$ cat src/rtl/i2s_rx_fifo_if.sv
// i2s_rx_fifo_if: FIFO drain and status bus between the I2S receiver and its bus wrapper
interface i2s_rx_fifo_if #(
  parameter int DEPTH_LOG2 = 3
);
  logic rd_en;
  logic clr_ovr;
  logic empty;
  logic full;
  logic overrun;
  logic [31:0] rd_data;
  logic [DEPTH_LOG2:0] level;
  modport master (output rd_en, clr_ovr, input rd_data, empty, full, level, overrun);
  modport slave (input rd_en, clr_ovr, output rd_data, empty, full, level, overrun);
endinterface

$ cat src/rtl/i2s_rx_fifo.sv
// i2s_rx_fifo: I2S master receiver capturing one channel into a sign-extended word FIFO
module i2s_rx_fifo #(
  parameter int CLK_DIV = 4,
  parameter int SAMPLE_BITS = 24,
  parameter int CHANNEL = 0,
  parameter int DEPTH_LOG2 = 3
) (
  input  logic HCLK,
  input  logic HRESET,
  input  logic en,
  input  logic I2S_in,
  output logic i2s_clk,
  output logic ws,
  i2s_rx_fifo_if.slave bus
);
  localparam int DW = $clog2(CLK_DIV);
  localparam int PW = DEPTH_LOG2 + 1;
  localparam int DEPTH = 1 << DEPTH_LOG2;
  localparam logic [5:0] FIRST = 6'(32 * CHANNEL + 1);
  localparam logic [5:0] LAST = 6'(32 * CHANNEL + SAMPLE_BITS);
  logic run_q, run_d;
  logic [DW-1:0] div_q, div_d;
  logic clk_q, clk_d;
  logic [5:0] bit_cnt_q, bit_cnt_d;
  logic [SAMPLE_BITS-1:0] shift_q, shift_d;
  logic push_q, push_d;
  logic [PW-1:0] wr_ptr_q, wr_ptr_d, rd_ptr_q, rd_ptr_d;
  logic ovr_q, ovr_d;
  logic [31:0] mem_q [DEPTH];
  logic tick, fall, cap, empty, full, pop, wr, drop;
  logic [31:0] word;
  always_comb begin
    tick = run_q && div_q == DW'(CLK_DIV - 1);
    fall = tick && clk_q;
    cap = fall && bit_cnt_q >= FIRST && bit_cnt_q <= LAST;
    run_d = en;
    div_d = (!en || !run_q || tick) ? '0 : div_q + DW'(1);
    clk_d = en && (tick ? !clk_q : clk_q);
    bit_cnt_d = !en ? '0 : fall ? bit_cnt_q + 6'd1 : bit_cnt_q;
    shift_d = !en ? '0 : cap ? SAMPLE_BITS'({shift_q, I2S_in}) : shift_q;
    push_d = en && fall && bit_cnt_q == LAST;
    word = {{(32 - SAMPLE_BITS){shift_q[SAMPLE_BITS-1]}}, shift_q};
    empty = wr_ptr_q == rd_ptr_q;
    full = wr_ptr_q[DEPTH_LOG2] != rd_ptr_q[DEPTH_LOG2] &&
           wr_ptr_q[DEPTH_LOG2-1:0] == rd_ptr_q[DEPTH_LOG2-1:0];
    pop = bus.rd_en && !empty;
    wr = push_q && (!full || bus.rd_en);
    drop = push_q && full && !bus.rd_en;
    wr_ptr_d = wr_ptr_q + PW'(wr);
    rd_ptr_d = rd_ptr_q + PW'(pop);
    ovr_d = drop || (ovr_q && !bus.clr_ovr);
  end
  always_ff @(posedge HCLK) begin
    if (HRESET) begin
      run_q <= 1'b0;
      div_q <= '0;
      clk_q <= 1'b0;
      bit_cnt_q <= '0;
      shift_q <= '0;
      push_q <= 1'b0;
      wr_ptr_q <= '0;
      rd_ptr_q <= '0;
      ovr_q <= 1'b0;
    end else begin
      run_q <= run_d;
      div_q <= div_d;
      clk_q <= clk_d;
      bit_cnt_q <= bit_cnt_d;
      shift_q <= shift_d;
      push_q <= push_d;
      wr_ptr_q <= wr_ptr_d;
      rd_ptr_q <= rd_ptr_d;
      ovr_q <= ovr_d;
    end
  end
  always_ff @(posedge HCLK) begin
    if (wr) mem_q[wr_ptr_q[DEPTH_LOG2-1:0]] <= word;
  end
  assign i2s_clk = clk_q;
  assign ws = bit_cnt_q[5];
  assign bus.empty = empty;
  assign bus.full = full;
  assign bus.level = wr_ptr_q - rd_ptr_q;
  assign bus.overrun = ovr_q;
  assign bus.rd_data = empty ? '0 : mem_q[rd_ptr_q[DEPTH_LOG2-1:0]];
endmodule

$ cat src/flat_wrapper.sv
// flat-port wrapper written by rule: the top's interface ports become plain ports
module i2s_rx_fifo_flat 
#(
  parameter int CLK_DIV = 4,
  parameter int SAMPLE_BITS = 24,
  parameter int CHANNEL = 0,
  parameter int DEPTH_LOG2 = 3
)
  (HCLK, HRESET, en, I2S_in, i2s_clk, ws, bus_rd_en, bus_clr_ovr, bus_rd_data, bus_empty, bus_full, bus_level, bus_overrun);
  i2s_rx_fifo_if #(.DEPTH_LOG2(DEPTH_LOG2)) bus_i ();
  input  logic HCLK;
  input  logic HRESET;
  input  logic en;
  input  logic I2S_in;
  output logic i2s_clk;
  output logic ws;
  input wire logic [$bits(bus_i.rd_en)-1:0] bus_rd_en;
  input wire logic [$bits(bus_i.clr_ovr)-1:0] bus_clr_ovr;
  output wire logic [$bits(bus_i.rd_data)-1:0] bus_rd_data;
  output wire logic [$bits(bus_i.empty)-1:0] bus_empty;
  output wire logic [$bits(bus_i.full)-1:0] bus_full;
  output wire logic [$bits(bus_i.level)-1:0] bus_level;
  output wire logic [$bits(bus_i.overrun)-1:0] bus_overrun;
  assign bus_i.rd_en = bus_rd_en;
  assign bus_i.clr_ovr = bus_clr_ovr;
  assign bus_rd_data = bus_i.rd_data;
  assign bus_empty = bus_i.empty;
  assign bus_full = bus_i.full;
  assign bus_level = bus_i.level;
  assign bus_overrun = bus_i.overrun;
  i2s_rx_fifo #(.CLK_DIV(CLK_DIV), .SAMPLE_BITS(SAMPLE_BITS), .CHANNEL(CHANNEL), .DEPTH_LOG2(DEPTH_LOG2)) u_core (.HCLK(HCLK), .HRESET(HRESET), .en(en), .I2S_in(I2S_in), .i2s_clk(i2s_clk), .ws(ws), .bus(bus_i));
endmodule
$ cat config.mk
export PLATFORM = sky130hd
export DESIGN_NAME = i2s_rx_fifo_flat
export DESIGN_NICKNAME = d
export VERILOG_FILES = /design/src/rtl/i2s_rx_fifo_if.sv /design/src/rtl/i2s_rx_fifo.sv /design/src/flat_wrapper.sv
export SDC_FILE = /design/constraint.sdc
export NUM_CORES = 1
export LEC_CHECK = 0
export CAP_MARGIN = 20
export CORE_MARGIN = 1
export CORE_UTILIZATION = 59
export CTS_CLUSTER_SIZE = 28
export DETAILED_ROUTE_END_ITERATION = 8
export GPL_ROUTABILITY_DRIVEN = 0
export PLACE_DENSITY = 0.89
export SLEW_MARGIN = 20
export SYNTH_ARGS = -nofsm -noshare
export SYNTH_HDL_FRONTEND = slang
export SYNTH_SLANG_ARGS = --single-unit
$ cat constraint.sdc
create_clock -name HCLK -period 4.6 [get_ports HCLK]
set_clock_uncertainty 0.1 [all_clocks]
set_input_delay 0.46 -clock HCLK [delete_from_list [all_inputs] [get_ports HCLK]]
set_output_delay 0.46 -clock HCLK [all_outputs]
set_load 0.03 [all_outputs]
==> results.toml <==
[outcome]
run_status = "finished clean"

[worst_hold_path]
whs_endpoint = "u_core.div_q[0]"
worstHoldStart = "u_core.div_q[0]"
hold_class = "reg2reg"
min_path_cells = 1

[detailed_routing]
ant_nets = 0
vias_per_cell = 6.27
drc = 0
drtIter0Drc = 437
avgRoutedWirePerCell_um = 24.1
drt-total-wl_mm = 17.8
num_vias = 4648
drtPass1Iterations = 6

[clock_network]
root_buffer = "clkbuf_16"
cts_buffers = 22
worstSkewPairLatency_ns = 0.49
cts.sinks = 236
cts_tree = "yes"
cts_resized = 0
clk_pin_slew_ns = 0.06
cts_setup_buffers = 0
cts-htree-levels = 1
ctsHoldBuffers = 0
clock_path_buffers = 3

[final_layout]
fin_cells = 741
num-nets-final = 558
drive_gt1_share_pct = 20.8
final_util_pct = 69.5
diodes = 0
area_delta_synth_final_pct = 15.3
finalInstanceArea_mm2 = 0.0105
fillers = 864

[floorplanning]
initial_core_util_pct = 60.3
die_h_um = 126
pin_count = 47
die_x_um = 126
dieArea_mm2 = 0.0160
coreArea_mm2 = 0.0151
rows = 45

[setup_path]
path_class = "reg2out"
reg2regPathDepth = 7
crit_path_start_kind = "register"
critPathMaxFanout = 13
worstPathArrival_ns = 3.53
rr_endpoint = "u_core.mem_q[0][2]"
r2r_start = "u_core.rd_ptr_q[2]"
endpoint_kind = "output pin"
r2r_slack_ns = 2.00
crit_required_ns = 4.04

[synthesis]
synth_edf_count = 192
synth.distinct_cells = 39
syn_nets = 504
synth_ff_type = "edfxtp_1"
seq_area_frac_synth_pct = 72.8
synth_area_per_cell_um2 = 18.9
synth_area_mm2 = 0.00913
syn_inst = 484
ys_async_sr_fraction_pct = 0
synth-seq-cells = 236
ys_warn_count = 0

[sta]
finalSetupViolations = 0
relSlewSlack_pct = 34.6
hold_viol = 0
rsz0062_at_grt = "no"
fmaxAchievable_ghz = 0.244
setup_ws_ns = 0.510
slew_viol_final = 0
holdWs_ns = 0.350
setup-tns-final_ns = 0
period_minus_slack_ns = 4.09
period_share_pct = 88.9
worst_pin_slew_ns = 0.975

[pwr]
p_leak_nw = 3.75
power_mw = 4.12
ir_drop_uv = 252
power_density_mw_per_mm2 = 391

[global_routing]
grtUsageTotal_pct = 23.1
grt_pass1_wl_mm = 27.2
grt_max_degree = 52
grt_pass1_vias = 4749
antenna_found_initial = 0
grt.overflow.total = 0

[flow_run]
drv_cap = 0

[place]
dpl-instance-area_mm2 = 0.00979
place_ws_ns = 1.07
dp.cells = 702
port_buffers = 46
hpwl_mm = 9.77
## worst max path at each step
stage,from,slack (ns),cells past startpoint,to
floorplan,u_core.rd_ptr_q[1],0.77,8,u_core.mem_q[1][0]
global placement,u_core.rd_ptr_q[0],1.19,6,bus_rd_data[17]
detailed placement,u_core.rd_ptr_q[0],1.07,6,bus_rd_data[17]
CTS,u_core.rd_ptr_q[0],0.50,6,bus_rd_data[17]
global route,u_core.rd_ptr_q[0],0.40,6,bus_rd_data[17]
finish,u_core.rd_ptr_q[2],0.51,7,bus_rd_data[17]
## worst max-delay path: stages (launching register included)
cell	delay [ns]
dfxtp_1	0.45
inv_1	0.15
ha_1	0.37
and4_1	0.29
nor2_2	0.53
buf_4	0.31
a22o_1	0.20
clkdlybuf4s50_1	0.73
## report_power, final
part	switching (mW)	internal, mW
Sequential	0.000426	2.27
Clock	0.736	1.09
Combinational	0.00841	0.00462
## placed cells by master (no fill, tap or decap), types with 3 or more instances in the layout
cell / n
buf_4: 15
xor2_1: 4
a22o_1: 24
nand2b_1: 3
mux4_2: 48
clkbuf_16: 23
clkbuf_1: 4
mux2i_1: 25
nor2_1: 10
nor2b_1: 5
dfxtp_1: 42
nand2_1: 29
clkinv_2: 6
nor2_2: 8
ha_1: 13
inv_1: 11
xnor2_1: 7
nand3_1: 5
clkdlybuf4s50_1: 46
clkbuf_8: 4
and2_1: 3
edfxtp_1: 192
## per-layer routing
metal / wire [µm] / part of all wire (%) / vias up / global-route usage [%]
met5: 0 / 0 / - / 0
met4: 484 / 2.7 / 0 / 8.79
met3: 1020 / 5.7 / 41 / 3.12
met2: 8970 / 50 / 198 / 38.4
met1: 7350 / 41 / 2406 / 31.6
li1: - / - / 2003 / -
## synth_stat cells, types with 3 or more instances
cell type	instances	area share [%]
nor2_1	16	0.66
nor2b_1	5	0.34
nor3_1	3	0.16
mux2i_1	25	2.7
edfxtp_1	192	63
xnor2_1	7	0.67
mux4_2	48	12
clkbuf_1	7	0.29
and2_1	3	0.21
nand2_1	29	1.2
inv_1	11	0.45
dfxtp_1	44	9.6
buf_4	10	0.82
nand2b_1	3	0.21
buf_1	3	0.12
buf_2	9	0.49
a22o_1	24	2.3
ha_1	13	1.8
xor2_1	4	0.38
nand3_1	5	0.27
## registers in the layout, summed over array words and instances (netlist names)
| signal | cells |
|---|---|
| u_core.rd_ptr_q | 4 |
| u_core.bit_cnt_q | 6 |
| u_core.bus.overrun | 1 |
| u_core.div_q | 2 |
| u_core.run_q | 1 |
| u_core.mem_q | 192 |
| u_core.i2s_clk | 1 |
| u_core.shift_q | 24 |
| u_core.wr_ptr_q | 4 |
| u_core.push_q | 1 |
## cells by family after synthesis
| family | count (synthesis) | share of synthesized area, % |
|---|---|---|
| muxes | 73 | 14.6 |
| and+or+nand+nor | 75 | 4.03 |
| xor gates and xnor gates | 11 | 1.05 |
| DFF | 236 | 72.8 |
| adders and majority gates | 14 | 2.00 |
| AOI/OAI and AO/OA | 31 | 3.04 |
| buffers and inverters | 44 | 2.52 |
## final cells by class
| cell class | count | area, µm² | area share [%] |
|---|---|---|---|
| Clock inverter | 8 | 93.8 | 0.891 |
| Timing Repair Buffer | 61 | 573 | 5.44 |
| Clock buffer | 31 | 646 | 6.13 |
| Tap cell | 188 | 235 | 2.23 |
| Sequential cell | 236 | 6650 | 63.2 |
| Multi-Input combinational cell | 204 | 2280 | 21.7 |
| Inverter | 13 | 50.0 | 0.475 |
Power figures use the tool's default switching activity.
